$ cat src/rtl/bcd_pkg.sv
// Shared types and constants for the serial BCD adder.
// Also provides the digit validity check.
package bcd_pkg;

   typedef enum logic [1:0] {
      IDLE  = 2'd0,
      CHECK = 2'd1,
      RUN   = 2'd2,
      DONE  = 2'd3
   } state_t;

   localparam logic [3:0] BCD_MAX = 4'd9;
   localparam logic [3:0] BCD_ADJ = 4'd6;

   function automatic logic is_bcd(input logic [3:0] digit);
      return (digit <= BCD_MAX);
   endfunction

endpackage

$ cat src/rtl/bcd_digit_add.sv
// Single-digit BCD adder: a + b + cin with decimal adjust.
// The raw sum is kept at 5 bits so the >9 compare sees the true value.
module bcd_digit_add
   import bcd_pkg::*;
(
   input  logic [3:0] a,
   input  logic [3:0] b,
   input  logic       cin,
   output logic [3:0] s,
   output logic       cout
);

   logic [4:0] s5_s;

   // raw binary sum, widened before adding
   always_comb begin
      s5_s = {1'b0, a} + {1'b0, b} + {4'b0000, cin};
   end

   // decimal adjust when the raw sum leaves the BCD range
   always_comb begin
      s    = s5_s[3:0];
      cout = 1'b0;
      if (s5_s > {1'b0, BCD_MAX}) begin
         s    = s5_s[3:0] + BCD_ADJ;
         cout = 1'b1;
      end else begin
         s    = s5_s[3:0];
         cout = 1'b0;
      end
   end

endmodule

$ cat src/rtl/bcd_serial_add_ctrl.sv
// Multi-digit BCD addition sequencer: validates latched operands, then adds
// one digit per clock (LSD first) through a single shared digit adder.
module bcd_serial_add_ctrl
   import bcd_pkg::*;
#(
   parameter int DIGITS = 4
) (
   input  logic                      clk,
   input  logic                      rst,
   input  logic                      start,
   input  logic [4*DIGITS-1:0]       a,
   input  logic [4*DIGITS-1:0]       b,
   output logic                      ready,
   output logic                      busy,
   output logic                      done,
   output logic [4*(DIGITS+1)-1:0]   sum,
   output logic                      invalid
);

   localparam int IW = (DIGITS > 1) ? $clog2(DIGITS) : 1;
   localparam logic [IW-1:0] IDX_ZERO = IW'(0);
   localparam logic [IW-1:0] IDX_ONE  = IW'(1);
   localparam logic [IW-1:0] IDX_LAST = IW'(DIGITS - 1);

   state_t                 state_r;
   logic [IW-1:0]          idx_r;
   logic                   carry_r;
   logic [4*DIGITS-1:0]    a_r;
   logic [4*DIGITS-1:0]    b_r;

   logic                   operands_ok_s;
   logic [3:0]             dig_a_s;
   logic [3:0]             dig_b_s;
   logic [3:0]             dig_s;
   logic                   cout_s;

   // every latched digit of both operands must be 0..9
   always_comb begin
      operands_ok_s = 1'b1;
      for (int i = 0; i < DIGITS; i++) begin
         operands_ok_s = operands_ok_s & is_bcd(a_r[4*i +: 4]) & is_bcd(b_r[4*i +: 4]);
      end
   end

   assign dig_a_s = a_r[4*idx_r +: 4];
   assign dig_b_s = b_r[4*idx_r +: 4];

   bcd_digit_add u_digit_add (
      .a    (dig_a_s),
      .b    (dig_b_s),
      .cin  (carry_r),
      .s    (dig_s),
      .cout (cout_s)
   );

   assign ready = (state_r == IDLE);
   assign busy  = (state_r == CHECK) || (state_r == RUN);

   // sequencer: capture, validate, per-digit add, one-cycle done
   always_ff @(posedge clk or posedge rst) begin
      if (rst) begin
         state_r <= IDLE;
         idx_r   <= IDX_ZERO;
         carry_r <= 1'b0;
         a_r     <= '0;
         b_r     <= '0;
         sum     <= '0;
         invalid <= 1'b0;
         done    <= 1'b0;
      end else begin
         done <= 1'b0;
         case (state_r)
            IDLE: begin
               if (start) begin
                  a_r     <= a;
                  b_r     <= b;
                  sum     <= '0;
                  carry_r <= 1'b0;
                  invalid <= 1'b0;
                  idx_r   <= IDX_ZERO;
                  state_r <= CHECK;
               end else begin
                  state_r <= IDLE;
               end
            end
            CHECK: begin
               if (operands_ok_s) begin
                  idx_r   <= IDX_ZERO;
                  state_r <= RUN;
               end else begin
                  invalid <= 1'b1;
                  sum     <= '0;
                  done    <= 1'b1;
                  state_r <= DONE;
               end
            end
            RUN: begin
               sum[4*idx_r +: 4] <= dig_s;
               carry_r           <= cout_s;
               if (idx_r == IDX_LAST) begin
                  sum[4*DIGITS +: 4] <= {3'b000, cout_s};
                  idx_r              <= IDX_ZERO;
                  done               <= 1'b1;
                  state_r            <= DONE;
               end else begin
                  idx_r   <= idx_r + IDX_ONE;
                  state_r <= RUN;
               end
            end
            DONE: begin
               state_r <= IDLE;
            end
            default: begin
               state_r <= IDLE;
            end
         endcase
      end
   end

endmodule

$ cat config.mk
export PLATFORM = sky130hd
export DESIGN_NAME = bcd_serial_add_ctrl
export DESIGN_NICKNAME = d
export VERILOG_FILES = /design/src/rtl/bcd_pkg.sv /design/src/rtl/bcd_digit_add.sv /design/src/rtl/bcd_serial_add_ctrl.sv
export SDC_FILE = /design/constraint.sdc
export NUM_CORES = 1
export LEC_CHECK = 0
export ABC_AREA = 1
export CAP_MARGIN = 25
export CORE_ASPECT_RATIO = 2
export CORE_MARGIN = 4
export CORE_UTILIZATION = 40
export DETAILED_ROUTE_END_ITERATION = 12
export GPL_ROUTABILITY_DRIVEN = 1
export PLACE_DENSITY_LB_ADDON = 0.25
export SYNTH_ARGS = -nofsm -noshare
export SYNTH_HDL_FRONTEND = slang
export SYNTH_SLANG_ARGS = --single-unit
$ cat constraint.sdc
create_clock -name clk -period 4.1 [get_ports clk]
set_input_delay 0.82 -clock clk [delete_from_list [all_inputs] [get_ports clk]]
set_output_delay 0.82 -clock clk [all_outputs]
set_load 0.005 [all_outputs]
==> run summary <==
first-pass GRT wire length: 12.0 mm
Post-synth EDFFs: 0
outcome: completed
Routed WL: 7.31 mm
RSZ-0062 raised after global routing: no
fin crit share: 0.805
Iteration-0 DRC Markers: 125
Routed wire per std cell: 14.9 µm
DP Worst Slack: 0.837 ns
synth cell count leaders: nand2_1 (60), dfrtp_1 (59), mux2_2 (32)
remaining global-route overflow: 0
Die Area: 9390 µm²
IO Port Bufs: 58
largest cells by area after synthesis: dfrtp_1 (47%), mux2_2 (12%), nand2_1 (7.2%), ha_1 (4.8%), o21ai_0 (4.0%)
Mapped Nets: 377
vias: 2518
post-CTS setup buffers: 0
post-synth top area share: 0.472
Initial Util: 0.412
CTS tree: built
# rows: 45
Avg Synthesized Cell Area: 9.54 µm²
category of the most critical setup path: register to register
antenna violations before repair: 0
WP data required: 4.35 ns
Inserted Diodes: 0
# DRC: 0
worst-path maximum fanout: 12
Slew @ Worst Pin: 0.690 ns
Fmax: 0.303 GHz
CTS resizes: 0
Metal-1 WL: 2.45 mm
TritonCTS buffer count: 9
Antenna Nets Post-Route: 0
hold slack: 0.470 ns
die extent in x: 70.6 µm
WP data arrival: 3.55 ns
max-slew violations: 0
post-detail-place hpwl: 5.75 mm
YS warnings: 0
Synth Instances: 328
HP Class: register to register
count leader, synth: nand2_1
Critical Path Start Type: register
CTS max path bufs: 2
CP Capture Type: register
async set or reset register ratio after synthesis: 1.00
Final Wtd Congestion: 0.899
area growth from synthesis to layout: 31.1%
number of hold violations in the final report: 0
vias in the first global route: 2596
Die H: 133 µm
hold_buf cts: 0
htree depth: 3
Pre-antenna DRT Iters: 4
Final nets: 440
core area: 7600 µm²
FF-to-FF setup slack: 0.80 ns
setup ws final: 0.801 ns
Final setup viols: 0
layout cell share with drive strength beyond 1: 0.205
Synth area leader: dfrtp_1
worst skew pair latency: 0.33 ns
Setup TNS: 0 ns
Detail Route met2 WL: 4.30 mm
Met3 Wirelength: 273 µm
normalized max-slew margin: 0.540
I/O pin count: 59
Cell Area, Synth: 3130 µm²
CTS root buf: clkbuf_16
Seq/Total Area, Yosys: 0.472
Vias/cell: 5.14
Tmin final: 3.30 ns
Reg clk slew, reported paths: 0.05 ns
pin count of the biggest net entering global routing: 37
ys flop type: dfrtp_1
Synth cell types: 30
max-cap viol count: 0
# clock sinks: 59
Clock Skew: 0.00518 ns
GRT Util Overall: 0.168
Highest Signal Layer: met4
#FFs+latches synth: 59
-- registers in the layout (all words and copies together) (netlist names) --
register	flops
a_r	16
b_r	16
carry_r	1
done	1
idx_r	2
invalid	1
state_r	2
sum	20
-- cell type report --
class	instances	area, µm²
fillers	712	3500
multi-input cells	233	1510
flip-flops and latches	59	1480
repair buffers	61	603
clock buffers	15	288
well taps	94	118
inverters	27	104
clock inverters	1	5.00
-- through the flow --
stage	cell area, µm²	utilization	std cells
6_report	4100	0.540	490
4_1_cts	4100	0.540	490
2_1_floorplan	3130	-	328
5_1_grt	4100	0.540	490
3_3_place_gp	3810	0.501	474
3_5_place_dp	3810	0.501	474
-- placed cells by master, fill, tap and decap left out, types with 2 or more instances in the layout --
master,netlist,routed
a21oi_1,4,4
a21oi_4,2,2
buf_4,0,3
clkbuf_1,4,2
clkbuf_16,0,9
clkbuf_8,0,4
clkdlybuf4s50_1,0,58
dfrtp_1,59,59
fa_1,2,2
ha_1,12,12
inv_1,21,20
inv_2,4,5
mux2_2,32,32
nand2_1,60,60
nand2_2,8,8
nand2_4,4,4
nand3_1,10,10
nand3_2,3,3
nand4_1,12,12
nor2_1,25,25
nor2_2,5,5
o21ai_0,25,25
o21ai_1,12,12
o21ai_2,3,3
o22ai_1,8,8
-- layer usage --
layer / track usage / vias up
met3: 0.0476 / 21
met2: 0.329 / 60
met1: 0.142 / 1193
met5: 0 / -
li1: - / 1244
met4: 0.0962 / 0
-- worst max-delay path, cell delays in order (launching register included) --
cell	delay (ns)
dfrtp_1	0.56
inv_1	0.25
o21ai_0	0.13
o22ai_1	0.12
fa_1	0.46
fa_1	0.42
inv_1	0.08
nand2_2	0.06
nand2_4	0.07
ha_1	0.17
inv_1	0.06
nor2_1	0.17
a21oi_4	0.06
nand2_4	0.09
nand2_4	0.07
nand2_2	0.08
nand4_1	0.18
o21ai_1	0.19
-- cell families (layout without fill, tap and decap cells) --
family / after synthesis / count (layout) / share of synthesized area
mux: 32 / 32 / 0.115
flops: 59 / 59 / 0.472
fa+ha+maj: 14 / 14 / 0.0608
simple gates: 131 / 131 / 0.202
buf+inv: 36 / 104 / 0.0460
compound gates: 56 / 56 / 0.105
-- worst paths after layout --
kind | start | end | cells past startpoint
max | idx_r[1] | sum[11] | 17
min | sum[4] | sum[4] | 2
max reg2reg | idx_r[1] | sum[11] | 17
min reg2reg | sum[4] | sum[4] | 2
max in group asynchronous | rst | b_r[4] | 3
min in group asynchronous | rst | done | 2
Power is left out: the tool's default activity adds up to more than one toggle a clock period on the data nets, which glitch-free logic cannot reach.
